`src/rtl/dmem_arbiter.sv`:
```
// Round-robin arbiter sharing one single-port data memory between the CPU (C)
// and an external loader/debug port (X); each access runs IDLE -> ACCESS -> RESP.
module dmem_arbiter #(
    parameter int AW     = 64,
    parameter int DW     = 64,
    parameter int RD_LAT = 1
) (
    input  logic          CLK,
    input  logic          resetl,
    input  logic          c_req,
    input  logic          c_we,
    input  logic [AW-1:0] c_addr,
    input  logic [DW-1:0] c_wdata,
    output logic          c_ack,
    output logic [DW-1:0] c_rdata,
    output logic          cpu_stall,
    input  logic          x_req,
    input  logic          x_we,
    input  logic [AW-1:0] x_addr,
    input  logic [DW-1:0] x_wdata,
    output logic          x_ack,
    output logic [DW-1:0] x_rdata,
    output logic          mem_read,
    output logic          mem_write,
    output logic [AW-1:0] mem_addr,
    output logic [DW-1:0] mem_wdata,
    input  logic [DW-1:0] mem_rdata,
    output logic [1:0]    dbg_state
);

    typedef enum logic [1:0] {
        IDLE   = 2'd0,
        ACCESS = 2'd1,
        RESP   = 2'd2
    } state_t;

    localparam logic [3:0] LAT = 4'(RD_LAT);

    state_t        state_q, state_d;
    logic          own_q;      // 0 = C, 1 = X
    logic          we_q;
    logic [AW-1:0] addr_q;
    logic [DW-1:0] wdata_q;
    logic          rr_last_q;  // requester served most recently
    logic [3:0]    cnt_q;
    logic          grant_x;

    // On a tie the requester that was not served last wins.
    assign grant_x   = x_req & (~c_req | ~rr_last_q);
    assign dbg_state = state_q;

    always_comb begin
        state_d = state_q;
        case (state_q)
            IDLE:    if (c_req || x_req) state_d = ACCESS;
            ACCESS:  if (we_q || cnt_q == 4'd0) state_d = RESP;
            RESP:    state_d = IDLE;
            default: state_d = IDLE;
        endcase
    end

    // Reads hold mem_read for RD_LAT cycles, then spend one more ACCESS cycle
    // with the strobe low while the returned data is captured.
    always_comb begin
        mem_read  = 1'b0;
        mem_write = 1'b0;
        mem_addr  = '0;
        mem_wdata = '0;
        c_ack     = 1'b0;
        x_ack     = 1'b0;
        if (state_q == ACCESS) begin
            mem_write = we_q;
            mem_read  = ~we_q & (cnt_q != 4'd0);
            mem_addr  = addr_q;
            mem_wdata = wdata_q;
        end
        if (state_q == RESP) begin
            c_ack = ~own_q;
            x_ack = own_q;
        end
        cpu_stall = c_req & ~c_ack;
    end

    always_ff @(posedge CLK or negedge resetl) begin
        if (!resetl) begin
            state_q   <= IDLE;
            own_q     <= 1'b0;
            we_q      <= 1'b0;
            addr_q    <= '0;
            wdata_q   <= '0;
            rr_last_q <= 1'b1;
            cnt_q     <= 4'd0;
            c_rdata   <= '0;
            x_rdata   <= '0;
        end else begin
            state_q <= state_d;
            case (state_q)
                IDLE: begin
                    if (c_req || x_req) begin
                        own_q   <= grant_x;
                        we_q    <= grant_x ? x_we    : c_we;
                        addr_q  <= grant_x ? x_addr  : c_addr;
                        wdata_q <= grant_x ? x_wdata : c_wdata;
                        cnt_q   <= LAT;
                    end
                end
                ACCESS: begin
                    if (!we_q) begin
                        if (cnt_q != 4'd0) begin
                            cnt_q <= cnt_q - 4'd1;
                        end else if (own_q) begin
                            x_rdata <= mem_rdata;
                        end else begin
                            c_rdata <= mem_rdata;
                        end
                    end
                end
                RESP: rr_last_q <= own_q;
                default: ;
            endcase
        end
    end

endmodule

```
`config.mk`:
```
export PLATFORM = sky130hd
export DESIGN_NAME = dmem_arbiter
export DESIGN_NICKNAME = d
export VERILOG_FILES = /design/src/rtl/dmem_arbiter.sv
export SDC_FILE = /design/constraint.sdc
export NUM_CORES = 1
export LEC_CHECK = 0
export BUFFER_PORTS_ARGS = -buffer_cell sky130_fd_sc_hd__clkbuf_2
export CAP_MARGIN = 20
export CELL_PAD_IN_SITES_DETAIL_PLACEMENT = 0
export CELL_PAD_IN_SITES_GLOBAL_PLACEMENT = 1
export CORE_AREA = 5 5 228 230
export DETAILED_ROUTE_END_ITERATION = 16
export DIE_AREA = 0 0 233 235
export PLACE_DENSITY = 0.69
export SYNTH_ARGS = -nofsm -noshare
export SYNTH_HDL_FRONTEND = slang
export SYNTH_SLANG_ARGS = --single-unit
```
`constraint.sdc`:
```
create_clock -name CLK -period 2 [get_ports CLK]
set_input_delay 0.3 -clock CLK [delete_from_list [all_inputs] [get_ports CLK]]
set_output_delay 0.3 -clock CLK [all_outputs]
set_load 0.01 [all_outputs]
```
==> summary.md, run 1 <==
| Metric | Value |
|---|---|
| Ratio of cells with drive above 1 in the final layout | 50.4% |
| Global route overflow | 0 |
| Area grow syn2layout | 61.7% |
| Via count | 11148 |
| 1st-iter DRT viols | 499 |
| WL/cell | 19.6 µm |
| Final period util | 112% |
| Drt first pass iters | 4 |
| Nets | 2126 |
| Finished Layout Cells | 2494 |
| Rel. slew slack | 62.9% |
| Worst EP required | 1.70 ns |
| First-pass GRT wire length | 69100 µm |
| Worst setup margin | -0.237 ns |
| Min-delay src | x_wdata[18] |
| WHS Endpoint | wdata_q[18]$_DFFE_PN0P_ |
| Critical Path AT | 1.94 ns |
| Final setup vio count | 257 |
| Hold path depth | 3 |
| Vias/cell | 4.47 |
| Failing checks | setup timing |
| Std cell rows | 82 |
| CTS max path bufs | 3 |
| Syn_area_per_cell | 12.1 µm² |
| Max-Cap Viols | 0 |
| CTS Sinks | 265 |
| RePlAce Congestion | 0.794 |
| Kind of end point of the critical path | primary output |
| Initial antenna violation count | 12 |
| Register area share after synthesis | 53.4% |
| I/O pins | 589 |
| Net Count, Synth | 1356 |
| Vias in the first global route | 11601 |
| Area of the die | 54800 µm² |
| Core box area | 49700 µm² |
| Drt total wl | 48900 µm |
| Post-Synthesis Cell Area | 12400 µm² |
| Status | complete, but fails checks |
| Starting Density | 25.0% |
| Power Total | 28.9 mW |
| Final Skew | 0.00760 ns |
| Hold Crit Class | in2reg |
| Least-Margin Pin Slew | 0.554 ns |
| CTS root buf | clkbuf_16 |
| Fin crit period | 2.24 ns |
| Peak supply drop | 650 µV |
| Fmax | 447 MHz |
| Dpl cells | 2271 |
| H-tree Lvls | 1 |
| DP Wirelength | 34300 µm |
| DRC | 0 |
| Critical path fanouts, max | 6 |
| Pleak | 9.95 nW |
| CTS tree | yes |
| ANT nets after route | 0 |
| Reg2Reg Depth | 5 |
| Die Height | 235 µm |
| Unrepaired setup endpoints after global routing | true |
| R2R Path Start | dbg_state[1]$_DFFE_PN0P_ |
| WS Path Type | reg2out |
| Cells after Synth | 1029 |
| R2R Setup Slk | -0.19 ns |
| Ys Warns | 0 |
| Post-synthesis cell type count | 32 |
| Hold Slack | 0.0298 ns |
| PwrDens | 1440 nW/µm² |
| DIE WIDTH | 233 µm |
| Gr usage total | 15.9% |
| Port bufs | 588 |
| Final hold vios | 0 |
| Worst-skew pair later-pin latency | 0.57 ns |
| Crit start category | flip-flop |
| Largest net degree at the start of global routing | 112 |
| CTS clk-pin slew, worst paths | 0.06 ns |
| Synthesized flop and latch total | 265 |
| RR Endpoint | x_rdata[25]$_DFFE_PN0P_ |
| CTS buffer count | 30 |
| Max Slew Vio Count | 0 |
## cells in the final DEF (no fill, tap or decap), drive strengths merged, types with 2 or more instances in the layout
master / instances
clkbuf: 559
dfrtp: 264
o21ai: 261
buf: 163
dlygate4sd3: 141
and2: 130
mux2i: 129
mux2: 129
clkinv: 6
inv: 5
diode: 4
nor2: 4
nand2b: 3
or2: 2
or4: 2
bufinv: 2
nor2b: 2
## state kept, by name, summed over array words and instances (netlist names)
signal,cells
wdata_q,64
we_q,1
addr_q,64
own_q,1
c_rdata,64
dbg_state,2
cnt_q,4
x_rdata,64
rr_last_q,1
## timing repair
action / in CTS / in global routing
pin swaps: 2 / 28
gates resized for setup: 23 / 232
endpoints found under the setup margin: 205 / 273
hold endpoints to repair: 299 / 0
setup buffers: 3 / 8
hold buffers: 141 / 0
cloned: 1 / 15
## cell usage after synthesis (all sizes together)
| library cell | number | share of area (%) |
|---|---|---|
| dfrtp | 264 | 53 |
| o21ai | 261 | 11 |
| and2 | 130 | 6.6 |
| mux2 | 129 | 14 |
| mux2i | 129 | 10 |
| clkbuf | 61 | 1.8 |
| buf | 24 | 2.0 |
| inv | 4 | 0.12 |
| nor2 | 4 | 0.12 |
| nand2b | 3 | 0.15 |
| nor2b | 2 | 0.10 |
| or2 | 2 | 0.10 |
| a211oi | 1 | 0.060 |
| a21boi | 1 | 0.060 |
| a21o | 1 | 0.060 |
| a22o | 1 | 0.071 |
| a31o | 1 | 0.071 |
| dfstp | 1 | 0.21 |
| ha | 1 | 0.10 |
| nor3 | 1 | 0.040 |
| nor3b | 1 | 0.060 |
| nor4 | 1 | 0.17 |
| o211ai | 1 | 0.060 |
| o221ai | 1 | 0.071 |
| o22ai | 1 | 0.050 |
| or3b | 1 | 0.071 |
| or4 | 1 | 0.091 |
| xnor2 | 1 | 0.071 |
## routing by layer
metal | vias to the layer above | GRT usage [%] | share of wire [%]
li1 | 5163 | - | -
met1 | 5422 | 18.3 | 39
met2 | 471 | 28.9 | 51
met3 | 84 | 4.38 | 7.7
met4 | 8 | 4.10 | 2.9
met5 | - | 0 | 0.086
## where the power goes
part | leakage [nW] | total [mW] | switching (mW) | internal (mW)
combinational | 6.29 | 13.8 | 6.59 | 7.20
clock | 0.483 | 5.44 | 2.22 | 3.23
sequential | 3.18 | 9.63 | 1.54 | 8.08
total | 9.95 | 28.9 | 10.4 | 18.5
## cell families after synthesis
kind of cell	share of synthesized area, %
AOI/OAI and AO/OA	11.0
DFF	53.4
muxes	23.9
and+or+nand+nor	7.46
buffers and inverters	4.01
xor gates and xnor gates	0.0706
adders and majority gates	0.101
## layout make-up
cell class,count,area [µm²]
Fill cell,4793,29600
Sequential cell,265,6630
Timing Repair Buffer,822,6060
Multi-Input combinational cell,676,5540
Clock buffer,41,852
Tap cell,672,841
Clock inverter,10,131
Inverter,4,15.0
Antenna cell,4,10.0
## worst max-delay path by stage
stage	end	cells past startpoint	start
6_report	mem_read	5	dbg_state[1]$_DFFE_PN0P_
3_5_place_dp	x_rdata[24]$_DFFE_PN0P_	4	we_q$_DFFE_PN0P_
2_1_floorplan	x_rdata[10]$_DFFE_PN0P_	6	dbg_state[1]$_DFFE_PN0P_
5_1_grt	mem_read	5	dbg_state[1]$_DFFE_PN0P_
3_3_place_gp	x_rdata[16]$_DFFE_PN0P_	4	we_q$_DFFE_PN0P_
4_1_cts	mem_wdata[58]	6	dbg_state[1]$_DFFE_PN0P_
## per-stage QoR
step	util [%]	setup TNS, ns	worst slack [ns]	instance area [µm²]
2_1_floorplan	-	-9.63	-0.0821	12400
3_3_place_gp	33.4	-0.268	-0.0133	16600
3_5_place_dp	33.4	-1.38	-0.0420	16600
4_1_cts	38.5	-42.88	-0.285	19100
5_1_grt	40.4	-55.93	-0.316	20100
6_report	40.4	-35.05	-0.237	20100
## critical path: stages (launching register included)
cell	delay, ns
dfrtp_1	0.39
or3b_4	0.43
buf_6	0.13
or2_4	0.25
inv_2	0.07
buf_8	0.10
Note: power is estimated with default switching activity, not from simulation.
==> inputs of run 2 (changes only) <==
--- a/config.mk
+++ b/config.mk
@@ -5,6 +5,7 @@
 export SDC_FILE = /design/constraint.sdc
 export NUM_CORES = 1
 export LEC_CHECK = 0
+export ABC_CLOCK_PERIOD_IN_PS = 2000
 export BUFFER_PORTS_ARGS = -buffer_cell sky130_fd_sc_hd__clkbuf_2
 export CAP_MARGIN = 20
 export CELL_PAD_IN_SITES_DETAIL_PLACEMENT = 0
@@ -12,6 +13,7 @@
 export CORE_AREA = 5 5 228 230
 export DETAILED_ROUTE_END_ITERATION = 16
 export DIE_AREA = 0 0 233 235
+export GPL_TIMING_DRIVEN = 0
 export PLACE_DENSITY = 0.69
 export SYNTH_ARGS = -nofsm -noshare
 export SYNTH_HDL_FRONTEND = slang
==> run 2 against run 1 <==
  * Critical path type unchanged
  * Power is 5.4% higher
  * Utilization is 0.35 points lower
  * Flip-flop and latch count stayed put
  * Sequential power barely moved
  * Largest cell class unchanged
  * The run still ends with setup timing left
  * First-iteration DRC count decreased by 9.0%
  * Clock power rose by 13%
  * Worst setup slack better by 0.037 ns
  * Largest power group unchanged
  * Routed wire length up 4.1%
  * Design area is 0.85% lower
  * Hold slack got worse by 0.0017 ns
==> summary.md, run 2 (synthesis results as in run 1) <==
| Metric | Value |
|---|---|
| WL/cell | 20.8 µm (+5.8%) |
| Rel. slew slack | 44.2% (-19 points) |
| Via count | 10975 (-1.6%) |
| 1st-iter DRT viols | 454 (-9.0%) |
| Worst-skew pair later-pin latency | 0.57 ns (about the same) |
| Commonest cells after routing, fill and taps aside | clkbuf_2 (494), dfrtp_1 (263), o21ai_0 (259) |
| Hold Crit Class | in2reg |
| Drt first pass iters | 4 (unchanged) |
| Final setup vio count | 240 (-6.6%) |
| CP max-delay cell | dfrtp_2 |
| Area grow syn2layout | 60.3% |
| R2R Setup Slk | -0.16 ns (+0.03 ns) |
| Worst Setup EP | mem_addr[29] |
| Vias/cell | 4.48 (+0.13%) |
| Critical Path AT | 1.90 ns (-0.04 ns) |
| First-pass GRT wire length | 71700 µm (+3.8%) |
| Std cell rows | 82 (unchanged) |
| Failing checks | setup timing |
| Fin area | 19900 µm² (-0.85%) |
| Worst EP required | 1.70 ns (about the same) |
| Global route overflow | 0 (unchanged) |
| Gr usage total | 16.8% (+0.94 points) |
| CTS clk-pin slew, worst paths | 0.06 ns (about the same) |
| Worst setup margin | -0.200 ns (+0.0372 ns) |
| Kind of end point of the critical path | primary output |
| CTS max path bufs | 3 (unchanged) |
| Vias in the first global route | 11524 (-0.66%) |
| CTS root buf | clkbuf_16 |
| WS Path Type | reg2out |
| Critical Path, Cell by Cell | nor2b_4 > buf_6 > clkbuf_16 > clkbuf_8 > and2_1 > clkbuf_2 |
| Hold Slack | 0.0281 ns (-0.00169 ns) |
| CTS tree | yes |
| DP Wirelength | 37100 µm (+8.3%) |
| Unrepaired setup endpoints after global routing | true |
| Final Skew | 0.0151 ns (+0.00751 ns) |
| Fin Setup TNS | -29.61 ns (+5.43 ns) |
| Final Util | 40.1% (-0.35 points) |
| Starting Density | 25.0% (unchanged) |
| Critical path fanouts, max | 10 (+4) |
| Pleak | 9.92 nW (-0.34%) |
| Initial antenna violation count | 14 (+2) |
| Fmax | 455 MHz (+1.7%) |
| Peak supply drop | 620 µV (-4.7%) |
| Power Total | 30.4 mW (+5.4%) |
| RePlAce Congestion | 0.833 (+4.9%) |
| Area of the die | 54800 µm² (unchanged) |
| I/O pins | 589 (unchanged) |
| Dpl cells | 2291 (+0.88%) |
| Reg2Reg Depth | 9 (+4) |
| Final period util | 110% (-1.9 points) |
| Crit path from | dbg_state[1]$_DFFE_PN0P_ |
| PwrDens | 1530 nW/µm² (+6.3%) |
| Max Slew Vio Count | 0 (unchanged) |
| RR Endpoint | c_rdata[19]$_DFFE_PN0P_ |
| DIE WIDTH | 233 µm (unchanged) |
| DRC | 0 (unchanged) |
| Status | complete, but fails checks |
| Fin crit period | 2.20 ns (-0.0372 ns) |
| Finished Layout Cells | 2452 (-1.7%) |
| Drt total wl | 50900 µm (+4.1%) |
| Crit start category | flip-flop |
| Nets | 2077 (-2.3%) |
| H-tree Lvls | 1 (unchanged) |
| R2R Path Start | dbg_state[0]$_DFFE_PN0P_ |
| Core box area | 49700 µm² (unchanged) |
| CP max stage delay | 0.44 ns (about the same) |
| Ratio of cells with drive above 1 in the final layout | 53.9% (+3.5 points) |
| Final hold vios | 0 (unchanged) |
| Fillers | 4825 (+0.67%) |
| Die Height | 235 µm (unchanged) |
| CTS buffer count | 31 (+3.3%) |
| ANT nets after route | 0 (unchanged) |
| Port bufs | 588 (unchanged) |
| Least-Margin Pin Slew | 0.836 ns (+0.282 ns) |
| CTS Sinks | 265 (unchanged) |
| Pre-CTS setup slack | -1.11 ns (-1.07 ns) |
| Max-Cap Viols | 0 (unchanged) |
| Commonest non-fill, non-tap cell in the layout | clkbuf_2 |
| Largest net degree at the start of global routing | 105 (-6.3%) |
| Cell Area, Placed | 16300 µm² (-1.7%) |
run 2: critical path: cells and delay by family (launching register included):
kind                   cells  cell delay [ns]
DFF                        1             0.44
and+or+nand+nor            2             0.29
buffers and inverters      4             0.60
run 2: worst min-delay path by stage:
stage,start,end,slack [ns],cells past startpoint
after floorplan,resetl,addr_q[0]$_DFFE_PN0P_,0.004,0
after global placement,c_rdata[16]$_DFFE_PN0P_,c_rdata[16]$_DFFE_PN0P_,0.47,1
after detailed placement,resetl,c_rdata[53]$_DFFE_PN0P_,0.43,1
after CTS,x_addr[16],addr_q[16]$_DFFE_PN0P_,0.002,3
after global routing,mem_rdata[36],x_rdata[36]$_DFFE_PN0P_,0.006,2
final,c_wdata[58],wdata_q[58]$_DFFE_PN0P_,0.03,3
run 2: per-layer routing:
| layer | up-vias | GRT usage (%) | part of all wire [%] |
|---|---|---|---|
| met5 | - | 0 | 0.13 |
| met4 | 8 | 5.23 | 3.1 |
| met3 | 81 | 4.44 | 8.1 |
| met2 | 455 | 29.7 | 50 |
| met1 | 5357 | 19.9 | 39 |
| li1 | 5074 | - | - |
run 2: power breakdown:
part	total (mW)	internal [mW]	switching (mW)	leakage, nW
sequential	9.60	8.08	1.52	3.17
combinational	14.6	7.80	6.84	6.19
clock	6.16	3.79	2.37	0.549
total	30.4	19.7	10.7	9.92
run 2: layout make-up:
type / instances / area (µm²) / share of cell area (%)
clock inverters: 19 / 258 / 1.29
well taps: 672 / 841 / 4.22
inverters: 4 / 15.0 / 0.0754
plain buffers: 80 / 712 / 3.58
flip-flops and latches: 265 / 6630 / 33.3
diodes: 6 / 15.0 / 0.0754
multi-input cells: 675 / 5780 / 29.0
clock buffers: 38 / 852 / 4.28
repair buffers: 693 / 4800 / 24.1
run 2: timing repair:
action,in CTS,in global routing
gates resized for setup,104,390
endpoints found under the hold margin,211,0
buffers inserted,12,13
pin swaps,4,53
endpoints found under the setup margin,370,351
cloned,4,11
hold buffers,63,0
